<file path="src/rtl/cache_pkg.sv">
// cache_pkg
//   Shared types and line-geometry constants for the cache/backing-memory
//   arbiter. No ports.
//   - arb_state_e : transfer sequencer states
//   - requester_e : which cache owns the current transfer
//   - LINE_BYTES / OFFSET_W : geometry of the default 4-word line
//   - offset_w()  : byte-offset width for any WORDS_PER_LINE
package cache_pkg;

  typedef enum logic [2:0] {
    IDLE    = 3'd0,
    IC_FILL = 3'd1,
    DC_FILL = 3'd2,
    DC_WB   = 3'd3,
    RESP    = 3'd4
  } arb_state_e;

  typedef enum logic {
    REQ_IC = 1'b0,
    REQ_DC = 1'b1
  } requester_e;

  localparam int WORDS_PER_LINE_DFLT = 4;
  localparam int WORD_BYTES          = 4;
  localparam int LINE_BYTES          = WORDS_PER_LINE_DFLT * WORD_BYTES;
  localparam int OFFSET_W            = $clog2(LINE_BYTES);

  // Number of low address bits covered by one line of wpl words.
  function automatic int offset_w(input int wpl);
    return $clog2(wpl * WORD_BYTES);
  endfunction

endpackage

</file>
<file path="src/rtl/rr_arb2.sv">
// rr_arb2
//   Two-input round-robin arbiter with a last-grant register.
//   Ports:
//     clk, rst_n          clock, asynchronous active-low reset
//     i_req_ic, i_req_dc  request lines
//     i_update            record the current grant as the last grant
//     o_gnt_ic, o_gnt_dc  one-hot (or zero) grant, combinational
//   Last grant resets to the I-cache so the D-cache wins the first tie.
module rr_arb2
  import cache_pkg::*;
(
  input  logic clk,
  input  logic rst_n,
  input  logic i_req_ic,
  input  logic i_req_dc,
  input  logic i_update,
  output logic o_gnt_ic,
  output logic o_gnt_dc
);

  requester_e r_last;
  logic       w_gnt_dc;

  // D-cache wins when alone, or on a tie when the I-cache had the last grant.
  assign w_gnt_dc = i_req_dc & (~i_req_ic | (r_last == REQ_IC));
  assign o_gnt_dc = w_gnt_dc;
  assign o_gnt_ic = i_req_ic & ~w_gnt_dc;

  always_ff @(posedge clk or negedge rst_n) begin
    if (!rst_n) begin
      r_last <= REQ_IC;
    end else if (i_update) begin
      r_last <= w_gnt_dc ? REQ_DC : REQ_IC;
    end
  end

endmodule

</file>
<file path="src/rtl/cache_mem_arbiter.sv">
// cache_mem_arbiter
//   Sequences line transfers between the I-cache, the D-cache and one
//   single-port backing memory. Round-robin grant, then a WORDS_PER_LINE
//   beat burst, then a one-cycle done pulse to the owning cache.
//   Ports:
//     clk, rst_n                      clock, asynchronous active-low reset
//     i_ic_req/i_ic_addr              I-cache fill request (level) and address
//     o_ic_rvalid/o_ic_rdata/o_ic_word_idx/o_ic_done   I-cache fill beats, done
//     i_dc_req/i_dc_we/i_dc_addr      D-cache request, writeback flag, address
//     i_dc_wdata                      writeback word selected by o_dc_word_idx
//     o_dc_rvalid/o_dc_rdata/o_dc_word_idx/o_dc_done   D-cache beats, done
//     o_mem_req/o_mem_we/o_mem_addr/o_mem_wdata        memory beat request
//     i_mem_ack/i_mem_rdata           memory beat completion and read data
//     o_dbg_state                     current sequencer state (arb_state_e)
//   Handshakes:
//     cache side  - req is a level held until the matching done pulse; req,
//                   addr and dc_we are sampled only in IDLE at the grant edge.
//     memory side - a beat is in flight while mem_req=1; it completes on the
//                   rising edge where mem_ack=1 (read data valid that cycle).
//                   mem_addr/mem_we/mem_wdata are held until then; mem_ack
//                   with mem_req=0 is ignored.
module cache_mem_arbiter
  import cache_pkg::*;
#(
  parameter int DATA_WIDTH     = 32,
  parameter int ADDR_WIDTH     = 32,
  parameter int WORDS_PER_LINE = WORDS_PER_LINE_DFLT
) (
  input  logic                              clk,
  input  logic                              rst_n,
  input  logic                              i_ic_req,
  input  logic [ADDR_WIDTH-1:0]             i_ic_addr,
  output logic                              o_ic_rvalid,
  output logic [DATA_WIDTH-1:0]             o_ic_rdata,
  output logic [$clog2(WORDS_PER_LINE)-1:0] o_ic_word_idx,
  output logic                              o_ic_done,
  input  logic                              i_dc_req,
  input  logic                              i_dc_we,
  input  logic [ADDR_WIDTH-1:0]             i_dc_addr,
  input  logic [DATA_WIDTH-1:0]             i_dc_wdata,
  output logic                              o_dc_rvalid,
  output logic [DATA_WIDTH-1:0]             o_dc_rdata,
  output logic [$clog2(WORDS_PER_LINE)-1:0] o_dc_word_idx,
  output logic                              o_dc_done,
  output logic                              o_mem_req,
  output logic                              o_mem_we,
  output logic [ADDR_WIDTH-1:0]             o_mem_addr,
  output logic [DATA_WIDTH-1:0]             o_mem_wdata,
  input  logic                              i_mem_ack,
  input  logic [DATA_WIDTH-1:0]             i_mem_rdata,
  output logic [2:0]                        o_dbg_state
);

  localparam int IDX_W  = $clog2(WORDS_PER_LINE);
  localparam int LOFF_W = (WORDS_PER_LINE == WORDS_PER_LINE_DFLT) ? OFFSET_W
                                                                  : offset_w(WORDS_PER_LINE);
  localparam logic [ADDR_WIDTH-1:0] LINE_MASK =
    ~((ADDR_WIDTH'(1) << LOFF_W) - ADDR_WIDTH'(1));
  localparam logic [IDX_W-1:0] LAST_IDX = IDX_W'(WORDS_PER_LINE - 1);

  arb_state_e            r_state;
  requester_e            r_owner;
  logic [IDX_W-1:0]      r_idx;
  logic [ADDR_WIDTH-1:0] r_base;
  logic                  r_mem_req;
  logic                  r_mem_we;
  logic                  r_ic_done;
  logic                  r_dc_done;

  logic                  w_gnt_ic;
  logic                  w_gnt_dc;
  logic                  w_arb_update;
  logic [ADDR_WIDTH-1:0] w_line_base;
  logic                  w_in_ic_fill;
  logic                  w_in_dc_fill;
  logic                  w_in_dc_xfer;

  // Last-grant only moves when a grant is actually issued from IDLE.
  assign w_arb_update = (r_state == IDLE) & (i_ic_req | i_dc_req);

  rr_arb2 u_rr_arb2 (
    .clk      (clk),
    .rst_n    (rst_n),
    .i_req_ic (i_ic_req),
    .i_req_dc (i_dc_req),
    .i_update (w_arb_update),
    .o_gnt_ic (w_gnt_ic),
    .o_gnt_dc (w_gnt_dc)
  );

  assign w_line_base = (w_gnt_dc ? i_dc_addr : i_ic_addr) & LINE_MASK;

  always_ff @(posedge clk or negedge rst_n) begin
    if (!rst_n) begin
      r_state   <= IDLE;
      r_owner   <= REQ_IC;
      r_idx     <= '0;
      r_base    <= '0;
      r_mem_req <= 1'b0;
      r_mem_we  <= 1'b0;
      r_ic_done <= 1'b0;
      r_dc_done <= 1'b0;
    end else begin
      case (r_state)
        IDLE: begin
          if (w_gnt_ic | w_gnt_dc) begin
            r_idx     <= '0;
            r_base    <= w_line_base;
            r_mem_req <= 1'b1;
            if (w_gnt_dc) begin
              r_owner  <= REQ_DC;
              r_mem_we <= i_dc_we;
              r_state  <= i_dc_we ? DC_WB : DC_FILL;
            end else begin
              r_owner  <= REQ_IC;
              r_mem_we <= 1'b0;
              r_state  <= IC_FILL;
            end
          end
        end
        IC_FILL, DC_FILL, DC_WB: begin
          if (i_mem_ack) begin
            r_idx <= r_idx + IDX_W'(1);
            if (r_idx == LAST_IDX) begin
              r_state   <= RESP;
              r_mem_req <= 1'b0;
              r_mem_we  <= 1'b0;
              r_ic_done <= (r_owner == REQ_IC);
              r_dc_done <= (r_owner == REQ_DC);
            end
          end
        end
        RESP: begin
          r_ic_done <= 1'b0;
          r_dc_done <= 1'b0;
          r_state   <= IDLE;
        end
        default: begin
          r_state <= IDLE;
        end
      endcase
    end
  end

  assign w_in_ic_fill = (r_state == IC_FILL);
  assign w_in_dc_fill = (r_state == DC_FILL);
  assign w_in_dc_xfer = (r_state == DC_FILL) | (r_state == DC_WB);

  // Fill beats are presented in the ack cycle itself; data is zeroed otherwise
  // so an idle requester sees all-zero outputs.
  assign o_ic_rvalid   = w_in_ic_fill & i_mem_ack;
  assign o_dc_rvalid   = w_in_dc_fill & i_mem_ack;
  assign o_ic_rdata    = o_ic_rvalid ? i_mem_rdata : '0;
  assign o_dc_rdata    = o_dc_rvalid ? i_mem_rdata : '0;
  assign o_ic_word_idx = w_in_ic_fill ? r_idx : '0;
  assign o_dc_word_idx = w_in_dc_xfer ? r_idx : '0;
  assign o_ic_done     = r_ic_done;
  assign o_dc_done     = r_dc_done;

  assign o_mem_req   = r_mem_req;
  assign o_mem_we    = r_mem_we;
  assign o_mem_addr  = r_mem_req ? (r_base + (ADDR_WIDTH'(r_idx) << 2)) : '0;
  assign o_mem_wdata = r_mem_we ? i_dc_wdata : '0;
  assign o_dbg_state = r_state;

endmodule

</file>
<file path="config.mk">
export PLATFORM = sky130hd
export DESIGN_NAME = cache_mem_arbiter
export DESIGN_NICKNAME = d
export VERILOG_FILES = /design/src/rtl/cache_pkg.sv /design/src/rtl/rr_arb2.sv /design/src/rtl/cache_mem_arbiter.sv
export SDC_FILE = /design/constraint.sdc
export NUM_CORES = 1
export LEC_CHECK = 0
export ABC_AREA = 1
export BUFFER_PORTS_ARGS = -buffer_cell sky130_fd_sc_hd__buf_4
export CORE_AREA = 2 2 108 110
export CTS_BUF_LIST = sky130_fd_sc_hd__clkbuf_8 sky130_fd_sc_hd__clkbuf_16
export CTS_CLUSTER_SIZE = 10
export DETAILED_ROUTE_END_ITERATION = 16
export DIE_AREA = 0 0 110 112
export HOLD_SLACK_MARGIN = 0.15
export PLACE_DENSITY = 0.62
export SLEW_MARGIN = 5
export SYNTH_ARGS = -nofsm -noshare
export SYNTH_HDL_FRONTEND = slang
export SYNTH_HIERARCHICAL = 1
export SYNTH_SLANG_ARGS = --single-unit
</file>
<file path="constraint.sdc">
create_clock -name clk -period 2.4 [get_ports clk]
set_input_delay 0.12 -clock clk [delete_from_list [all_inputs] [get_ports clk]]
set_output_delay 0.12 -clock clk [all_outputs]
set_load 0.01 [all_outputs]
</file>
# == After elaboration in Yosys (flattened, before gate mapping) ==
# Index checks and enable logic that the tools add are counted.
# totals
register_bits,39
latch_bits,0
ram_bits,0
rom_bits,0
output_inout_bits,141
word_cells,71
memories,0
# classes
add_sub_neg,2
n_mul,0
div_mod_pow,0
order_cmp,0
n_eq_ne,8
shift,0
muxes,30
n_bitwise,13
n_reduce_logical,9
# ops
operator,count
$mux W32,5
$add A32 B4 Y32,1
$mux W1,11
$mux W2,5
$mux W3,3
$reduce_and A3 Y1,3
$pmux W1 S2,4
$eq A3 B2 Y1 const B,2
$pmux W3 S2,1
$and A1 B1 Y1,5
$ne A2 B2 Y1 const B,2
$not A1 Y1,4
$or A1 B1 Y1,4
$pmux W2 S2,1
$reduce_and A4 Y1,1
$reduce_bool A2 Y1,2
$eq A3 B1 Y1 const B,1
$eq A3 B3 Y1 const B,1
$logic_not A3 Y1,1
$reduce_or A3 Y1,1
$add A2 B1 Y2 const B,1
$eq A2 B2 Y1 const B,1
$ne A2 B1 Y1 const B,1
$reduce_and A2 Y1,1

# == Longest topological paths before layout ==
# depth
word_depth,8
ltp_mapped,9

# == Cells and area by module ==
# The synthesis kept the hierarchy.
# modules_own_cells
module,n_inst,cells_each,area_each_um2,seq_area_each_um2
cache_mem_arbiter,1,460,2780.2,950.9
rr_arb2,1,8,65.1,25.0

# == Worst setup path before layout ==
# Ideal clock, no wire load.
# synth_path
kind,reg-to-reg
from,register u_rr_arb2.r_last
to,register r_state[0] (netlist: o_dbg_state[0])
setup_ns,0.119
arrival_ns,1.229
required_ns,2.281
slack_ns,1.052
path_stages_with_launch,10
path_buffers,2
period_less_slack_ns,1.348
path_cell_list,dfrtp_1 -> nand2_2 -> and2_1 -> inv_1 -> buf_2 -> buf_4 -> nor2_1 -> nor2_1 -> nand4_1 -> nand2_1
# synth_via
elab_chain_cells,8
# synth_lines
element,line_no,source
"start, declared",rr_arb2.sv:21,requester_e r_last;
"start signal, assigned",rr_arb2.sv:33,r_last <= w_gnt_dc ? REQ_DC : REQ_IC;
$not A1 Y1 *,rr_arb2.sv:25,assign w_gnt_dc = i_req_dc & (~i_req_ic | (r_last == REQ_IC));
$or A1 B1 Y1 *,rr_arb2.sv:25,
$and A1 B1 Y1 *,rr_arb2.sv:25,
named net w_gnt_dc,cache_mem_arbiter.sv:71,logic w_gnt_dc;
$not A1 Y1,rr_arb2.sv:27,assign o_gnt_ic = i_req_ic & ~w_gnt_dc;
$and A1 B1 Y1,rr_arb2.sv:27,
$or A1 B1 Y1,cache_mem_arbiter.sv:106,if (w_gnt_ic | w_gnt_dc) begin
$ne A2 B1 Y1 (no source line),--,
$reduce_and A3 Y1 (no source line),--,
"end signal, assigned",cache_mem_arbiter.sv:113,r_state <= i_dc_we ? DC_WB : DC_FILL;
"end, declared",cache_mem_arbiter.sv:61,arb_state_e r_state;
# The timed path passes the listed nets; every way through them passes the cells marked *. The select of a mux whose other input is x is not followed.
# A chain may end at the register's enable or synchronous reset.

# == Worst setup path after layout ==
# layout_path
from,register r_state[2] (netlist: o_dbg_state[2])
to,output o_ic_rdata[12]
# layout_via
elab_chain_cells,3
# layout_lines
element,line_no,source
$eq A3 B1 Y1,cache_mem_arbiter.sv:145,assign w_in_ic_fill = (r_state == IC_FILL);
$and A1 B1 Y1,cache_mem_arbiter.sv:151,assign o_ic_rvalid = w_in_ic_fill & i_mem_ack;
$mux W32,cache_mem_arbiter.sv:153,assign o_ic_rdata = o_ic_rvalid ? i_mem_rdata : '0;
"end, declared",cache_mem_arbiter.sv:34,"output logic [DATA_WIDTH-1:0] o_ic_rdata,"
# No other way between the ends.

==> run metrics <==
status finished, final reports clean; first-pass GRT wire length 15.5 mm; most common cell after layout, fill and taps aside buf_4; largest net degree at the start of global routing 40; Synth area leaders dfrtp_1, nor2_1, inv_1; CTS tree done; aggregate global-route resource usage 15.4%; Syn Inst Count 468; # rows 39; Worst-path clk slew 0.06 ns; sequential share of the synthesized area 34.3%; total congestion overflow 0; Top Ports 275; Post-Place Setup Slack 0.770 ns; critical path data required time 2.28 ns; Ant. Diodes 0; Setup-failing EPs final 0; post-route ant nets 0; final count of hold timing violations 0; Synth top area share 34.3%; Max Cap Viol 0; DR vias 3,646; Die Wd 110 um; Port Buffers 264; fillers 1,171; Slew Limit Fails 0; number of H-tree levels 2; ratio of cells with drive above 1 in the final layout 39.3%; Max VDD drop 0.000371 V; number of buffers created by CTS 5; Leakage 3.22 nW; Clock Tree Root clkbuf_16; Unique masters post-synth 20; crit path DAT 1.64 ns; Initial Util 25.5%; fin crit share 73.5%; cell taking the most area after synthesis dfrtp_1; Worst Tran Pin Value 0.967 ns; # clock sinks 39; crit path kind flip-flop to primary output; Total Nets Final 860; post-DP HPWL 8.16 mm; Final Non-Filler Cells 868; Hold Path Class primary input to flip-flop; crit path max fanout 33; vias per cell 4.20; min cycle time layout 1.76 ns; Clock Latency Late Sink 0.27 ns; sequential cell area 976 um2; DR WL/cell 11.7 um; Die Y 112 um; drt drc 0; GPL Wtd Cong 0.781; PwrDens 881 mW/mm2; post-route setup TNS 0 ns; Iter 0 DRT Violations 141; cell area after synthesis 0.00285 mm2; clk buf depth 2; RSZ-0062 raised after global routing no; area of the multi-input gates 0.00131 mm2; 1st-pass router iterations 4; Final Worst Setup Slack 0.635 ns; Seq cells post-synth 39; clock skew 0.00356 ns; commonest non-fill, non-tap cells in the layout buf_4, nor2_1, inv_1; fmax 567 MHz; worst rel slew slack 35.5%; number of global-route vias before repair 3,448; final WL 10.1 mm; initial antenna violation count 0; Setup crit end kind primary output; Post-Syn Area per Cell 6.08 um2; area delta synth->final 79.6%; crit path launch type flip-flop; CTS resizes 0; die area 0.0123 mm2; DP Cell Count 857; Core Area 0.0112 mm2; Syn. warnings 6
worst max-delay path: stages, from the launching register on:
cell     delay [ns]
dfrtp_1        0.40
inv_2          0.14
nand2_1        0.08
nor2_1         0.12
nand2_1        0.06
buf_4          0.24
nor2_1         0.17
buf_4          0.15
per-stage QoR:
step | power, W | area [um2] | hold WS (ns) | util [%]
6_report | 0.00450 | 5110 | 0.157 | 45.7
5_1_grt | 0.00490 | 5110 | 0.159 | 45.7
4_1_cts | 0.00456 | 5110 | 0.153 | 45.7
3_5_place_dp | 0.00388 | 4930 | 0.134 | 44.1
3_3_place_gp | 0.00384 | 4930 | 0.129 | 44.1
2_1_floorplan | 0.00263 | 2850 | -0.176 | -
final cells by class:
class / instances / area share, %
clock buffers: 6 / 2.72
clock inverters: 1 / 0.0979
inverters: 108 / 7.93
multi-input cells: 295 / 25.7
flip-flops and latches: 39 / 19.1
well taps: 143 / 3.50
repair buffers: 276 / 41.0
power by group:
| part | total (W) | leakage (nW) | switching (W) | internal (W) |
|---|---|---|---|---|
| clock network | 0.000653 | 0.0727 | 0.000248 | 0.000405 |
| logic | 0.00267 | 2.70 | 0.00135 | 0.00132 |
| registers | 0.00118 | 0.442 | 0.000234 | 0.000945 |
| total | 0.00450 | 3.22 | 0.00183 | 0.00267 |
cell usage after synthesis:
cell type,n
nor2_1,131
inv_1,107
nand2_1,83
dfrtp_1,39
o21a_1,28
o21ai_1,17
o21ai_0,14
clkbuf_1,10
nand3_1,9
buf_2,8
buf_4,6
nand4_1,4
buf_6,3
nand2_2,2
nor2_4,2
a21boi_2,1
and2_1,1
conb_1,1
ha_1,1
inv_2,1
registers in the layout, indices dropped and copies added, names as in the netlist:
register and count:
o_mem_we 1, u_rr_arb2/r_last 1, o_mem_req 1, o_dbg_state 3, r_base 28, r_idx 2, o_ic_done 1, r_owner 1
o_dc_done 1
worst paths after layout:
path | start | endpoint | slack [ns] | depth (start not counted)
worst max-delay path | o_dbg_state[2] | o_ic_rdata[12] | 0.64 | 7
worst min-delay path | i_ic_req | u_rr_arb2/r_last | 0.16 | 4
worst max register to register | u_rr_arb2/r_last | r_base[6] | 0.77 | 7
worst min register to register | r_owner | o_ic_done | 0.48 | 1
max in group asynchronous | rst_n | o_dc_done | 1.68 | 2
min in group asynchronous | rst_n | r_base[12] | 0.37 | 2
timing repair:
action                     in CTS  in global routing
setup buffers                   0                  0
hold buffers                    4                  0
setup endpoints to repair       0                  0
hold endpoints to repair       42                  0
cell families (layout without fill, tap and decap cells):
logic type / count (synthesis) / in the layout / synth area share, %
compound gates: 60 / 60 / 13.2
fa+ha+maj: 1 / 1 / 0.440
flops: 39 / 39 / 34.3
buf+inv: 135 / 391 / 19.7
other cells: 1 / 2 / 0.132
simple gates: 232 / 232 / 32.1
metal layers:
metal,global-route usage (%),vias to the layer above,part of all wire (%)
met4,3.80,0,1.4
li1,-,1868,-
met1,17.2,1625,39
met2,29.0,140,52
met5,0,-,0
met3,3.10,13,8.2
(Power assumes the default switching activity.)
